## src/rtl/fetch_align_pkg.sv

```systemverilog
// Shared fetch-alignment types and helpers.
// Holds the alignment state encoding and the RVC length test.
package common;

  typedef enum logic [1:0] {
    EMPTY,
    HALF,
    DROP
  } fa_state_e;

  // Anything other than 2'b11 in the low bits is a 16-bit RVC parcel.
  function automatic logic is_rvc(input logic [15:0] h);
    return h[1:0] != 2'b11;
  endfunction

endpackage

```

## src/rtl/fetch_align.sv

```systemverilog
// Realigns 32-bit fetch words into 16/32-bit instructions.
// Tracks a buffered upper halfword across word boundaries.
module fetch_align
  import common::*;
#(
  parameter logic [31:0] RESET_PC = 32'h0000_0000
) (
  input  logic        i_clk,
  input  logic        i_rst,
  input  logic        i_flush,
  input  logic [31:0] i_flush_pc,
  input  logic [31:0] i_word,
  input  logic        i_word_valid,
  output logic        o_word_ready,
  output logic [31:0] o_instruction,
  output logic        o_compressed,
  output logic [31:0] o_pc,
  output logic        o_valid,
  input  logic        i_ready
);

  fa_state_e   state;
  fa_state_e   state_nxt;
  logic [31:0] pc;
  logic [31:0] pc_nxt;
  logic [15:0] hold;
  logic [15:0] hold_nxt;
  logic        init;

  logic        blk;
  logic        lo_c;
  logic        hd_c;
  logic        fire;
  logic        take;
  logic        unused_ok;

  assign unused_ok = i_flush_pc[0];

  assign lo_c = is_rvc(i_word[15:0]);
  assign hd_c = is_rvc(hold);
  // Reset, the cycle after it, and redirects all suppress handshakes.
  assign blk  = i_rst | init | i_flush;

  always_comb begin
    o_valid       = 1'b0;
    o_word_ready  = 1'b0;
    o_instruction = '0;
    o_compressed  = 1'b0;
    o_pc          = pc;
    unique case (1'b1)
      (state == EMPTY): begin
        o_valid       = i_word_valid;
        o_word_ready  = i_ready;
        o_compressed  = lo_c;
        o_instruction = lo_c ? {16'h0000, i_word[15:0]}
                             : i_word;
      end
      (state == HALF): begin
        if (hd_c) begin
          o_valid       = 1'b1;
          o_compressed  = 1'b1;
          o_instruction = {16'h0000, hold};
        end else begin
          o_valid       = i_word_valid;
          o_word_ready  = i_ready;
          o_instruction = {i_word[15:0], hold};
        end
      end
      (state == DROP): begin
        o_word_ready = 1'b1;
      end
      default: begin
        o_valid = 1'b0;
      end
    endcase
    if (blk) begin
      o_valid      = 1'b0;
      o_word_ready = 1'b0;
    end
    if (i_rst | init) begin
      o_instruction = '0;
      o_compressed  = 1'b0;
      o_pc          = RESET_PC;
    end
  end

  assign fire = o_valid & i_ready;
  assign take = i_word_valid & o_word_ready;

  always_comb begin
    state_nxt = state;
    pc_nxt    = pc;
    hold_nxt  = hold;
    if (i_flush) begin
      state_nxt = i_flush_pc[1] ? DROP : EMPTY;
      pc_nxt    = {i_flush_pc[31:1], 1'b0};
      hold_nxt  = '0;
    end else begin
      if (fire) begin
        pc_nxt = pc + (o_compressed ? 32'd2 : 32'd4);
      end
      unique case (1'b1)
        (state == EMPTY): begin
          if (fire && lo_c) begin
            hold_nxt  = i_word[31:16];
            state_nxt = HALF;
          end
        end
        (state == HALF): begin
          if (fire) begin
            if (hd_c) begin
              state_nxt = EMPTY;
            end else begin
              hold_nxt = i_word[31:16];
            end
          end
        end
        (state == DROP): begin
          if (take) begin
            hold_nxt  = i_word[31:16];
            state_nxt = HALF;
          end
        end
        default: begin
          state_nxt = EMPTY;
        end
      endcase
    end
  end

  always_ff @(posedge i_clk) begin
    if (i_rst) begin
      state <= RESET_PC[1] ? DROP : EMPTY;
      pc    <= RESET_PC;
      hold  <= '0;
      init  <= 1'b1;
    end else begin
      state <= state_nxt;
      pc    <= pc_nxt;
      hold  <= hold_nxt;
      init  <= 1'b0;
    end
  end

endmodule

```

## config.mk

```make
export PLATFORM = sky130hd
export DESIGN_NAME = fetch_align
export DESIGN_NICKNAME = d
export VERILOG_FILES = /design/src/rtl/fetch_align_pkg.sv /design/src/rtl/fetch_align.sv
export SDC_FILE = /design/constraint.sdc
export NUM_CORES = 1
export LEC_CHECK = 0
export ABC_AREA = 1
export ABC_CLOCK_PERIOD_IN_PS = 3620
export CAP_MARGIN = 20
export CORE_ASPECT_RATIO = 0.75
export CORE_MARGIN = 5
export CORE_UTILIZATION = 45
export CTS_CLUSTER_DIAMETER = 40
export DETAILED_ROUTE_END_ITERATION = 8
export PLACE_DENSITY_LB_ADDON = 0.15
export SLEW_MARGIN = 20
export SYNTH_ARGS = -nofsm -noshare
export SYNTH_HDL_FRONTEND = slang
export SYNTH_SLANG_ARGS = --single-unit
```

## constraint.sdc

```tcl
create_clock -name i_clk -period 3.62 [get_ports i_clk]
set_input_delay 0.543 -clock i_clk [delete_from_list [all_inputs] [get_ports i_clk]]
set_output_delay 0.543 -clock i_clk [all_outputs]
set_load 0.01 [all_outputs]
```

==> results.sh, run 1 <==
export IMPL_status="finished clean"
export IMPL_crit_start="i_rst"
export IMPL_powerDensity_nw_per_um2=260
export IMPL_h_tree_depth=2
export IMPL_synth_flop_cell="dfxtp_1"
export IMPL_grt_util_met3_pct=3.86
export IMPL_synth_area_top_cells="dfxtp_1, nand2_1, nor2_1, inv_1, a21oi_1"
export IMPL_clkSinkCount=50
export IMPL_synth_common_cells="nand2_1, nor2_1, inv_1, dfxtp_1, a21oi_1"
export IMPL_worstSetupPathType="input port to register"
export IMPL_grt_overflow_total=0
export IMPL_vias=4511
export IMPL_rsz0062_at_grt="false"
export IMPL_hold_class="register to register"
export IMPL_die_area_um2=10300
export IMPL_skew_ns=0.0126
export IMPL_stdcell_count=883
export IMPL_tns_ns=0
export IMPL_io_buffers=133
export IMPL_finalCriticalPeriod_ns=3.18
export IMPL_cts_buffers=5
export IMPL_yosysMostFrequentCell="nand2_1"
export IMPL_via_per_inst=5.11
export IMPL_p_leak_uw=0.00217
export IMPL_maxSlewViolCount=0
export IMPL_die_w_um=115
export IMPL_ff2ff_setup_slack_ns=0.80
export IMPL_hold_buffers=0
export IMPL_yosysTopAreaCell="dfxtp_1"
export IMPL_crit_path_end_kind="register"
export IMPL_fin_util_pct=65.4
export IMPL_syn_nets=728
export IMPL_cts_resized=0
export IMPL_clk_path_buf_depth=2
export IMPL_drtPass1Iterations=5
export IMPL_yosysTopAreaCellShare_pct=26.6
export IMPL_gr_usage_met1_pct=32.0
export IMPL_num_antenna_cells=0
export IMPL_yosys_warnings=0
export IMPL_hold_viol=0
export IMPL_fmax_mhz=314
export IMPL_synth_edf_count=0
export IMPL_r2r_cells=16
export IMPL_rows=28
export IMPL_pin_count=136
export IMPL_antenna_found_initial=0
export IMPL_fin_crit_sh_pct=87.9
export IMPL_clock_latency_ns=0.31
export IMPL_ys_seq_area_share_pct=26.6
export IMPL_cts_setup_buffers=0
export IMPL_ys_seq_elements=50
export IMPL_netlist_area_um2=3760
export IMPL_slew_headroom_pct=50.0
export IMPL_hpwl_um=9380
export IMPL_nets=849
export IMPL_wire_per_inst_um=14.0
export IMPL_timing_hold_ws_ns=0.489
export IMPL_syn_to_final_growth_pct=39.6
export IMPL_place_gp_congestion=0.904
export IMPL_grt_max_degree=64
export IMPL_routed_wl_um=12300
export IMPL_busiest_layer="met2"
export IMPL_critPathLaunchType="input port"
export IMPL_synthCells=656
export IMPL_root_buffer="clkbuf_8"
export IMPL_use_met2_pct=38.2
export IMPL_cts_clk_slew_worst_paths_ns=0.11
export IMPL_grt_pass1_wl_um=19700
export IMPL_core_um2=8020
export IMPL_crit_required_ns=3.87
export IMPL_crit_path_end="pc[19]"
export IMPL_route_detailed_drc=0
export IMPL_grt_pass1_vias=4313
export IMPL_worst_pin_slew_ns=0.749
export IMPL_synthArstFlopShare_pct=0
export IMPL_timing_rr_end="pc[19]"
export IMPL_ir_drop_uv=166
export IMPL_yosysUniqueCellTypes=36
export IMPL_dp_cells=875
export IMPL_path_max_fanout=4
export IMPL_cp_arrival_ns=3.44
export IMPL_drtIter0Drc=306
export IMPL_cts_tree="built"
export IMPL_ant_nets=0
export IMPL_finalSetupViolCount=0
export IMPL_die_h_um=89.1
export IMPL_synth_area_per_cell_um2=5.73
export IMPL_maxCapViolations=0
export IMPL_drive_gt1_share_pct=3.98
export IMPL_rr_startpoint="state[0]"
export IMPL_grt_usage_pct=23.3
export IMPL_start_util_pct=46.8
sequential cells by signal (all words and copies together) (netlist names):
signal,cells
state,2
init,1
pc,31
hold,16
how the worst min path moves through the flow:
stage	start	to	slack (ns)	depth (start not counted)
floorplan	hold[2]	hold[2]	0.45	2
CTS	hold[6]	hold[6]	0.49	2
global route	hold[11]	hold[11]	0.51	2
finish	hold[6]	hold[6]	0.49	2
global placement	hold[2]	hold[2]	0.47	2
detailed placement	hold[6]	hold[6]	0.47	2
per-stage QoR:
stage                     instance area [µm²]  power (µW)  worst slack, ns
after global placement                   5130         952            0.289
final                                    5250        1360            0.436
after global routing                     5250        1430            0.275
after detailed placement                 5130         962            0.197
after CTS                                5250        1370            0.520
after floorplan                          3760         801            0.849
where the power goes:
part | total [µW] | internal (µW) | switching (µW) | leakage, µW
Sequential | 610 | 580 | 30.6 | 0.000411
Combinational | 342 | 163 | 179 | 0.00171
Clock | 410 | 207 | 203 | 0.0000514
cell usage in the layout (no fill, tap or decap), drive strengths merged:
cell	n
a21oi	42
a22oi	17
a31oi	3
and2	1
buf	7
bufinv	1
clkbuf	6
clkdlybuf4s50	133
clkinv	2
clkinvlp	1
conb	1
dfxtp	50
fa	1
ha	2
inv	86
nand2	196
nand3	29
nand3b	1
nand4	5
nor2	141
nor3	6
nor3b	1
o211ai	2
o21ai	32
o21bai	1
xor2	11
area by class of cell:
type,count,area (µm²)
multi-input combinational,492,2290
sequential,50,1000
timing repair buffer,140,1380
fill,773,2780
inverter,88,332
clock buffer,6,72.6
tap,105,131
clock inverter,2,37.5
kinds of logic after synthesis:
logic type / synth area share, %
DFF: 26.6
AOI/OAI and AO/OA: 14.5
xor gates and xnor gates: 2.56
other: 0.0998
adders and majority gates: 1.20
buffers and inverters: 12.5
and+or+nand+nor: 42.5
per-layer routing:
| metal | share of wire (%) | wire length, µm |
|---|---|---|
| met1 | 47 | 5770 |
| met2 | 46 | 5620 |
| met3 | 6.5 | 802 |
| met4 | 1.2 | 142 |
| met5 | 0 | 0 |
critical path, cell delays in order:
cell	delay, ns
clkdlybuf4s50_1	0.51
nor2_8	0.15
inv_2	0.04
nor2_1	0.08
nand2_1	0.09
inv_1	0.13
ha_1	0.18
inv_1	0.05
fa_1	0.41
nor2_1	0.22
inv_1	0.12
nor2_1	0.31
nand2_1	0.15
inv_1	0.12
nand3_1	0.07
nand2_1	0.08
nand3_1	0.06
a21oi_1	0.13
Power figures use the tool's default switching activity.
==> inputs of run 2 (changes only) <==
--- a/config.mk
+++ b/config.mk
@@ -14,6 +14,7 @@
 export CTS_CLUSTER_DIAMETER = 40
 export DETAILED_ROUTE_END_ITERATION = 8
 export PLACE_DENSITY_LB_ADDON = 0.15
+export SETUP_SLACK_MARGIN = 0.02
 export SLEW_MARGIN = 20
 export SYNTH_ARGS = -nofsm -noshare
 export SYNTH_HDL_FRONTEND = slang
==> results of run 2 <==
The final DEF is identical to that of run 1; final timing and power are the same.
